**config.mk**
```make
export PLATFORM = sky130hd
export DESIGN_NAME = aes128_ctr_seq_flat
export DESIGN_NICKNAME = d
export VERILOG_FILES = /design/src/rtl/aes128_ctr_seq_if.sv /design/src/rtl/aes128_ctr_seq.sv /design/src/flat_wrapper.sv
export SDC_FILE = /design/constraint.sdc
export NUM_CORES = 1
export LEC_CHECK = 0
export ABC_CLOCK_PERIOD_IN_PS = 2900
export CAP_MARGIN = 20
export CORE_AREA = 4 4 423 425
export CTS_CLUSTER_DIAMETER = 40
export DETAILED_ROUTE_END_ITERATION = 6
export DIE_AREA = 0 0 427 429
export GPL_ROUTABILITY_DRIVEN = 0
export PLACE_DENSITY = 0.45
export SYNTH_ARGS = -nofsm -noshare
export SYNTH_HDL_FRONTEND = slang
export SYNTH_SLANG_ARGS = --single-unit
```
**constraint.sdc**
```tcl
create_clock -name clk -period 2.9 [get_ports clk]
set_input_delay 0.435 -clock clk [delete_from_list [all_inputs] [get_ports clk]]
set_output_delay 0.435 -clock clk [all_outputs]
set_load 0.05 [all_outputs]
```
**src/rtl/aes128_ctr_seq_if.sv**
```systemverilog
// Block stream bundle for the aes128 CTR sequencer: one input lane, one result lane.
// A beat transfers on any rising clk edge where valid and ready are both high; a source
// holds valid, data and last stable until that edge, and ready may depend on state only.
interface aes128_ctr_seq_if;
    logic         in_valid;
    logic         in_ready;
    logic [127:0] in_data;
    logic         in_last;
    logic         out_valid;
    logic         out_ready;
    logic [127:0] out_data;
    logic         out_last;

    modport master (
        output in_valid, in_data, in_last, out_ready,
        input  in_ready, out_valid, out_data, out_last
    );

    modport slave (
        input  in_valid, in_data, in_last, out_ready,
        output in_ready, out_valid, out_data, out_last
    );
endinterface

```
**src/rtl/aes128_ctr_seq.sv**
```systemverilog
// CTR-mode sequencer in front of the aes128 core: one core operation per accepted block,
// key and counter held stable while the core works, counter stepped after each result.
module aes128_ctr_seq #(
    parameter int CTR_WIDTH = 128,
    parameter int TIMEOUT   = 64
) (
    input  logic                 clk,
    input  logic                 rst,
    input  logic                 start,
    input  logic                 dir,
    input  logic [127:0]         key,
    input  logic [127:0]         iv,
    aes128_ctr_seq_if.slave      stream,
    output logic                 busy,
    output logic                 err,
    output logic [15:0]          blk_cnt,
    output logic                 core_cipher_en,
    output logic                 core_decipher_en,
    output logic                 core_chain_en,
    output logic [127:0]         core_data_in,
    output logic [127:0]         core_key,
    output logic [3:0]           core_mode,
    output logic [127:0]         core_init_vector,
    output logic [15:0]          core_segment_len,
    input  logic [127:0]         core_data_out,
    input  logic                 core_ready,
    output logic [2:0]           fsm_state
);

    typedef enum logic [2:0] {
        IDLE  = 3'd0,
        LOAD  = 3'd1,
        ISSUE = 3'd2,
        WAIT  = 3'd3,
        OUT   = 3'd4
    } state_t;

    localparam int WD_W = (TIMEOUT > 1) ? $clog2(TIMEOUT + 1) : 1;
    localparam logic [127:0] CTR_MASK = (CTR_WIDTH >= 128) ? {128{1'b1}}
                                        : ((128'd1 << CTR_WIDTH) - 128'd1);

    state_t            state;
    state_t            state_next;
    logic              dir_q;
    logic              last_q;
    logic              ready_q;
    logic              core_done;
    logic              wd_expired;
    logic [WD_W-1:0]   wd_cnt;
    logic [127:0]      ctr_next;
    logic [127:0]      out_data_q;
    logic              out_last_q;

    assign core_done  = core_ready & ~ready_q;
    // wd_cnt holds the number of cycles elapsed since the ISSUE cycle.
    assign wd_expired = (TIMEOUT > 0) && (wd_cnt >= WD_W'(TIMEOUT - 1));
    // Only the low CTR_WIDTH bits step; the carry out of that field is dropped.
    assign ctr_next   = (core_init_vector & ~CTR_MASK)
                      | ((core_init_vector + 128'd1) & CTR_MASK);

    assign busy             = (state != IDLE);
    assign core_chain_en    = (state != IDLE);
    assign stream.in_ready  = (state == LOAD);
    assign stream.out_valid = (state == OUT);
    assign stream.out_data  = out_data_q;
    assign stream.out_last  = out_last_q;
    assign core_cipher_en   = (state == ISSUE) & ~dir_q;
    assign core_decipher_en = (state == ISSUE) & dir_q;
    assign core_mode        = 4'd4;
    assign core_segment_len = 16'd0;
    assign fsm_state        = state;

    always_comb begin
        state_next = state;
        case (state)
            IDLE:    if (start) state_next = LOAD;
            LOAD:    if (stream.in_valid) state_next = ISSUE;
            ISSUE:   state_next = WAIT;
            WAIT: begin
                if (core_done)       state_next = OUT;
                else if (wd_expired) state_next = IDLE;
            end
            OUT:     if (stream.out_ready) state_next = last_q ? IDLE : LOAD;
            default: state_next = IDLE;
        endcase
    end

    always_ff @(posedge clk) begin
        if (rst) begin
            state            <= IDLE;
            dir_q            <= 1'b0;
            last_q           <= 1'b0;
            ready_q          <= 1'b0;
            wd_cnt           <= '0;
            err              <= 1'b0;
            blk_cnt          <= 16'd0;
            core_key         <= 128'd0;
            core_init_vector <= 128'd0;
            core_data_in     <= 128'd0;
            out_data_q       <= 128'd0;
            out_last_q       <= 1'b0;
        end else begin
            state   <= state_next;
            ready_q <= core_ready;
            case (state)
                IDLE: begin
                    if (start) begin
                        dir_q            <= dir;
                        core_key         <= key;
                        core_init_vector <= iv;
                        blk_cnt          <= 16'd0;
                        err              <= 1'b0;
                    end
                end
                LOAD: begin
                    if (stream.in_valid) begin
                        core_data_in <= stream.in_data;
                        last_q       <= stream.in_last;
                    end
                end
                ISSUE: wd_cnt <= WD_W'(1);
                WAIT: begin
                    if (core_done) begin
                        out_data_q <= core_data_out;
                        out_last_q <= last_q;
                    end else if (wd_expired) begin
                        err <= 1'b1;
                    end else begin
                        wd_cnt <= wd_cnt + WD_W'(1);
                    end
                end
                OUT: begin
                    if (stream.out_ready) begin
                        core_init_vector <= ctr_next;
                        blk_cnt          <= blk_cnt + 16'd1;
                    end
                end
                default: ;
            endcase
        end
    end

endmodule

```
**src/flat_wrapper.sv**
```systemverilog
// flat-port wrapper written by rule: the top's interface ports become plain ports
module aes128_ctr_seq_flat 
#(
    parameter int CTR_WIDTH = 128,
    parameter int TIMEOUT   = 64
)
  (clk, rst, start, dir, key, iv, busy, err, blk_cnt, core_cipher_en, core_decipher_en, core_chain_en, core_data_in, core_key, core_mode, core_init_vector, core_segment_len, core_data_out, core_ready, fsm_state, stream_in_valid, stream_in_data, stream_in_last, stream_out_ready, stream_in_ready, stream_out_valid, stream_out_data, stream_out_last);
  aes128_ctr_seq_if stream_i ();
  input  logic clk;
  input  logic rst;
  input  logic start;
  input  logic dir;
  input  logic [127:0] key;
  input  logic [127:0] iv;
  output logic busy;
  output logic err;
  output logic [15:0] blk_cnt;
  output logic core_cipher_en;
  output logic core_decipher_en;
  output logic core_chain_en;
  output logic [127:0] core_data_in;
  output logic [127:0] core_key;
  output logic [3:0] core_mode;
  output logic [127:0] core_init_vector;
  output logic [15:0] core_segment_len;
  input  logic [127:0] core_data_out;
  input  logic core_ready;
  output logic [2:0] fsm_state;
  input wire logic [$bits(stream_i.in_valid)-1:0] stream_in_valid;
  input wire logic [$bits(stream_i.in_data)-1:0] stream_in_data;
  input wire logic [$bits(stream_i.in_last)-1:0] stream_in_last;
  input wire logic [$bits(stream_i.out_ready)-1:0] stream_out_ready;
  output wire logic [$bits(stream_i.in_ready)-1:0] stream_in_ready;
  output wire logic [$bits(stream_i.out_valid)-1:0] stream_out_valid;
  output wire logic [$bits(stream_i.out_data)-1:0] stream_out_data;
  output wire logic [$bits(stream_i.out_last)-1:0] stream_out_last;
  assign stream_i.in_valid = stream_in_valid;
  assign stream_i.in_data = stream_in_data;
  assign stream_i.in_last = stream_in_last;
  assign stream_i.out_ready = stream_out_ready;
  assign stream_in_ready = stream_i.in_ready;
  assign stream_out_valid = stream_i.out_valid;
  assign stream_out_data = stream_i.out_data;
  assign stream_out_last = stream_i.out_last;
  aes128_ctr_seq #(.CTR_WIDTH(CTR_WIDTH), .TIMEOUT(TIMEOUT)) u_core (.clk(clk), .rst(rst), .start(start), .dir(dir), .key(key), .iv(iv), .stream(stream_i), .busy(busy), .err(err), .blk_cnt(blk_cnt), .core_cipher_en(core_cipher_en), .core_decipher_en(core_decipher_en), .core_chain_en(core_chain_en), .core_data_in(core_data_in), .core_key(core_key), .core_mode(core_mode), .core_init_vector(core_init_vector), .core_segment_len(core_segment_len), .core_data_out(core_data_out), .core_ready(core_ready), .fsm_state(fsm_state));
endmodule
```
# == Word level (Yosys, flattened, before mapping) ==
# Cells that the tools add are included.
# word_totals
input_bits,520
elab_cells,64
out_inout_bits,559
reg_bits,543
# op_classes
addsub,3
n_eq_ne,11
bitwise_logic,5
n_reduce_logical,12
magnitude_cmp,1
mux,20
# op_table
op,n
128-bit 2-to-1 mux,2
128-bit one-hot mux with 2 select lines,1
"128-bit by 1-bit adder with 128-bit output, second input constant",1
16-bit 2-to-1 mux,2
16-bit one-hot mux with 2 select lines,1
"16-bit by 1-bit adder with 16-bit output, second input constant",1
3-bit 2-to-1 mux,5
3-bit one-hot mux with 5 select lines,1
7-bit 2-to-1 mux,2
7-bit one-hot mux with 2 select lines,1
"2-bit inequality test, second input constant",5
4-bit AND reduction,2
"7-bit by 1-bit adder with 7-bit output, second input constant",1
"7-bit by 6-bit greater-or-equal comparator with 1-bit output, second input constant",1
"3-bit by 2-bit == test with 1-bit output, second input constant",2
2-bit AND reduction,3
3-bit AND reduction,2
2-bit nonzero test,3
1-bit 2-to-1 mux,4
1-bit bitwise AND,3
"3-bit by 1-bit == test with 1-bit output, second input constant",1
"3-bit == test, second input constant",1
3-bit logical NOT,1
"3-bit by 1-bit inequality test with 1-bit output, second input constant",1
other kinds (4),5

# == Logic depth before layout (Yosys ltp) ==
# logic_depth
word_depth,4
mapped_depth,10
ltp_nobuf,7

# == Least setup slack after synthesis ==
# No wires, ideal clock.
# synth_timing
path_type,flip-flop to flip-flop
startpoint,reg u_core.state[0] (netlist: u_core.fsm_state[0])
endpoint,reg u_core.core_data_in[117]
setup_time_ns,0.070
required_ns,2.830
arrival_time_ns,3.228
path_stages_with_launch,8
path_buffers,3
period_less_slack_ns,3.298
setup_slack_ns,-0.398
cell_sequence,dfxtp_1 clkbuf_1 nor3b_1 and2_1 clkbuf_1 buf_1 nand2_1 a21oi_1
# synth_via
elab_chain_cells,2
# synth_rtl
item,line_no,source
from (decl),aes128_ctr_seq.sv:42,state_t state;
from (signal assigned),aes128_ctr_seq.sv:103,state <= state_next;
3-bit by 1-bit == test with 1-bit output,-,
named net stream_in_ready,flat_wrapper.sv:33,output wire logic [$bits(stream_i.in_ready)-1:0] stream_in_ready;
2-bit AND reduction (no line),-,
to (signal assigned),aes128_ctr_seq.sv:117,core_data_in <= stream.in_data;
to (decl),aes128_ctr_seq.sv:20,"output logic [127:0] core_data_in,"
# The timed path passes the listed nets, and every way through them passes these cells.
# A chain may end at the register's enable or synchronous reset.

# == Final worst setup path ==
# layout_timing
startpoint,reg u_core.core_init_vector[88]
endpoint,out core_init_vector[88]
# layout_lines
item,line_no,source
from (decl),aes128_ctr_seq.sv:23,"output logic [127:0] core_init_vector,"
from (signal assigned),aes128_ctr_seq.sv:110,core_init_vector <= iv;
from (signal assigned),aes128_ctr_seq.sv:134,core_init_vector <= ctr_next;
to (decl),flat_wrapper.sv:24,output logic [127:0] core_init_vector;
# No word-level cell between the ends.

==> impl_metrics.ini <==
[floorplanning]
start_util_pct = 13.58
placementRows = 154
die_x_um = 427
ios = 1079
die_h_um = 429
core-area_um2 = 175300
design.die.area_um2 = 183200

[setup_path]
path_depth = 2
cp_num_buf_inv = 2
r2r_slack_ns = 0.14
rr_endpoint = u_core.core_init_vector[98]
cpLargestDelayFamily = buffers and inverters
cp-end-kind = output port
critPathKind = flip-flop to output port
r2r-start = u_core.core_init_vector[80]
start_kind = flip-flop
crit_chain = buf_4, clkdlybuf4s50_1
critPathArrivalTime_ns = 2.35
crit_slowest_cell = clkdlybuf4s50_1
max_stage_delay_ns = 0.93
critPathMaxFanout = 8
reg2regPathDepth = 8
worstPathRequired_ns = 2.47

[layout]
drive_gt1_share_pct = 11.91
areaGrowthSynthToFinish_pct = 81.62
utilization_pct = 24.66
n_fill_cell = 19398
layout.nets = 4892

[drt]
wire_per_inst_um = 25.34
viasPerCell = 4.395
ant_nets = 0
drcViolationCount = 0
drtIter0Drc = 2892
vias = 29997
firstDrtPassIters = 6
wirelength_mm = 172.9

[yosys]
synth_area_leader_cell = dfxtp_1
netlist_area_um2 = 23810
ys_warn_count = 0
ys.flop_type = dfxtp_1
yosysSeqAreaShare_pct = 45.65
yosysTopAreaCellShare_pct = 45.65
synth_area_leaders = dfxtp_1, nand2_1, a21oi_1
synthCells = 3183
synth_edf_count = 0
avgSynthCellArea_um2 = 7.481
yosysUniqueCellTypes = 76
ys_seq_elements = 543
postSynth.asyncResetShare_pct = 0

[sta]
setup_viol = 0
finalClockSkew_ns = 0.02788
tns_ns = 0
worst_pin_slew_ns = 0.9262
maxSlewViolCount = 0
min_period_ns = 2.789
post-route-period-util_pct = 96.16
hold_viol_final = 0
max_freq_mhz = 358.6
fin_hold_ws_ns = 0.08291
slew_headroom_pct = 38.06

[global_routing]
grt_antenna_before_repair = 43
grt.total_usage_pct = 17.93
grt_start_max_net_pins = 112
gr-total-overflow = 0
grt_pass1_vias = 28442
grt_pass1_wl_mm = 233.2

[min_path]
hp-class = input port to flip-flop
min_to = u_core.core_init_vector[58]
hold_depth = 2
hp-start = rst

[power_and_ir_drop]
peakVddDrop_mv = 0.5281
powerDensity_nw_per_um2 = 738.7
p_total_mw = 31.95
p_leak_nw = 14.62

[run_status]
status = completed

[clock_network]
htreeDepth = 4
root_buffer = clkbuf_16
tritoncts = yes
clk_pin_slew_ns = 0.04
clock-sinks = 543
cts_buffers = 131
ctsLongestPathBuffers = 3
clk-insertion-delay-late_ns = 0.76

[run]
drv_cap = 0

[place]
dpl.hpwl_mm = 137.1
io_buffers = 1058
-- synthesized netlist by cell type (7+ instances only) --
| cell type | number |
|---|---|
| a211oi_1 | 49 |
| mux2i_1 | 13 |
| buf_4 | 21 |
| o21ai_1 | 17 |
| clkbuf_1 | 217 |
| nand2_1 | 930 |
| a21oi_1 | 479 |
| o41ai_1 | 8 |
| o21ai_0 | 67 |
| or4_1 | 20 |
| dfxtp_1 | 543 |
| nand3_1 | 94 |
| o31ai_1 | 10 |
| nor4_1 | 60 |
| a31oi_1 | 23 |
| nor2_1 | 135 |
| xnor2_1 | 9 |
| xor2_1 | 11 |
| nand4b_1 | 7 |
| a221oi_1 | 9 |
| a311oi_1 | 14 |
| or3_1 | 18 |
| and3_1 | 25 |
| o32ai_1 | 18 |
| inv_1 | 26 |
| buf_1 | 19 |
| nor3_1 | 85 |
| o21a_1 | 7 |
| nand4_1 | 96 |
| and2_1 | 11 |
| o22ai_1 | 22 |
| and4_1 | 15 |
-- worst max-delay path by stage --
stage,to,startpoint,slack (ns)
2_1_floorplan,u_core.core_init_vector[99],u_core.core_init_vector[37],0.006
3_3_place_gp,u_core.core_init_vector[98],u_core.core_init_vector[0],-0.02
3_5_place_dp,u_core.core_init_vector[98],u_core.core_init_vector[0],0.03
4_1_cts,u_core.core_init_vector[93],u_core.core_init_vector[23],0.03
5_1_grt,u_core.core_init_vector[121],u_core.core_init_vector[20],-0.02
6_report,core_init_vector[88],u_core.core_init_vector[88],0.11
-- metrics by stage --
step	cells	worst slack [ns]	instance area, µm²
CTS	6809	0.03342	43140
global route	6817	-0.02264	43230
finish	6825	0.1113	43250
detailed placement	6570	0.02758	38530
floorplan	3201	0.006176	23890
global placement	6570	-0.02107	38530
-- placed cells by master, fill, tap and decap left out, drive strengths merged, types with 49 or more instances in the layout --
cell | Yosys | layout
nor4 | 64 | 64
clkbuf | 218 | 168
nor3 | 85 | 85
clkdlybuf4s50 | 0 | 1042
nor2 | 135 | 135
buf | 44 | 253
nand4 | 97 | 97
dfxtp | 543 | 543
o21ai | 84 | 84
a211oi | 49 | 49
nand2 | 930 | 930
nand3 | 95 | 95
a21oi | 479 | 479
-- registers in the layout (all words and copies together) (netlist names), 3 cells and up --
register	count
u_core.blk_cnt	16
u_core.core_data_in	128
u_core.core_init_vector	128
u_core.core_key	128
u_core.fsm_state	3
u_core.stream.out_data	128
u_core.wd_cnt	7
-- final cells by class --
type / count / area, µm² / share of cell area (%)
multi-input cells: 2369 / 11950 / 27.62
repair buffers: 1297 / 12770 / 29.52
flip-flops and latches: 543 / 10880 / 25.16
well taps: 2340 / 2928 / 6.770
clock inverters: 71 / 895.9 / 2.071
clock buffers: 168 / 3701 / 8.558
inverters: 27 / 102.6 / 0.2372
diodes: 10 / 25.02 / 0.05786
-- where the power goes --
part           internal (mW)  leakage (nW)  switching [mW]  total [mW]
registers               8.13          4.43           0.567        8.70
logic                   2.71          7.94            5.20        7.91
clock network           10.1          2.25            5.19        15.3
-- cells by family (layout without fill, tap and decap cells) --
group | after synthesis | count (layout) | share of synthesized area [%]
AO/OA/AOI/OAI | 778 | 778 | 18.99
XOR/XNOR | 20 | 20 | 0.7357
adder cells (fa/ha/maj) | 3 | 3 | 0.1577
buffers and inverters | 289 | 1563 | 4.913
flip-flops | 543 | 543 | 45.65
multiplexers | 18 | 18 | 0.7829
other | 2 | 30 | 0.03154
AND/OR/NAND/NOR | 1530 | 1530 | 28.74
-- layer usage --
layer  vias up  routed length (µm)  global-route usage, %
met5         -                  93                      0
met4        16                8443                  7.597
met3       407               17520                  6.444
met2      1531               78480                  28.33
met1     14471               68370                  21.92
li1      13572                   -                      -
-- timing repair --
item | in CTS | in global routing
buffers inserted | 0 | 5
cloned | 0 | 1
hold buffers | 0 | 0
gates resized for setup | 4 | 8
endpoints found under the hold margin | 0 | 0
pin swaps | 0 | 4
endpoints found under the setup margin | 4 | 15
Note: power is estimated with default switching activity, not from simulation.
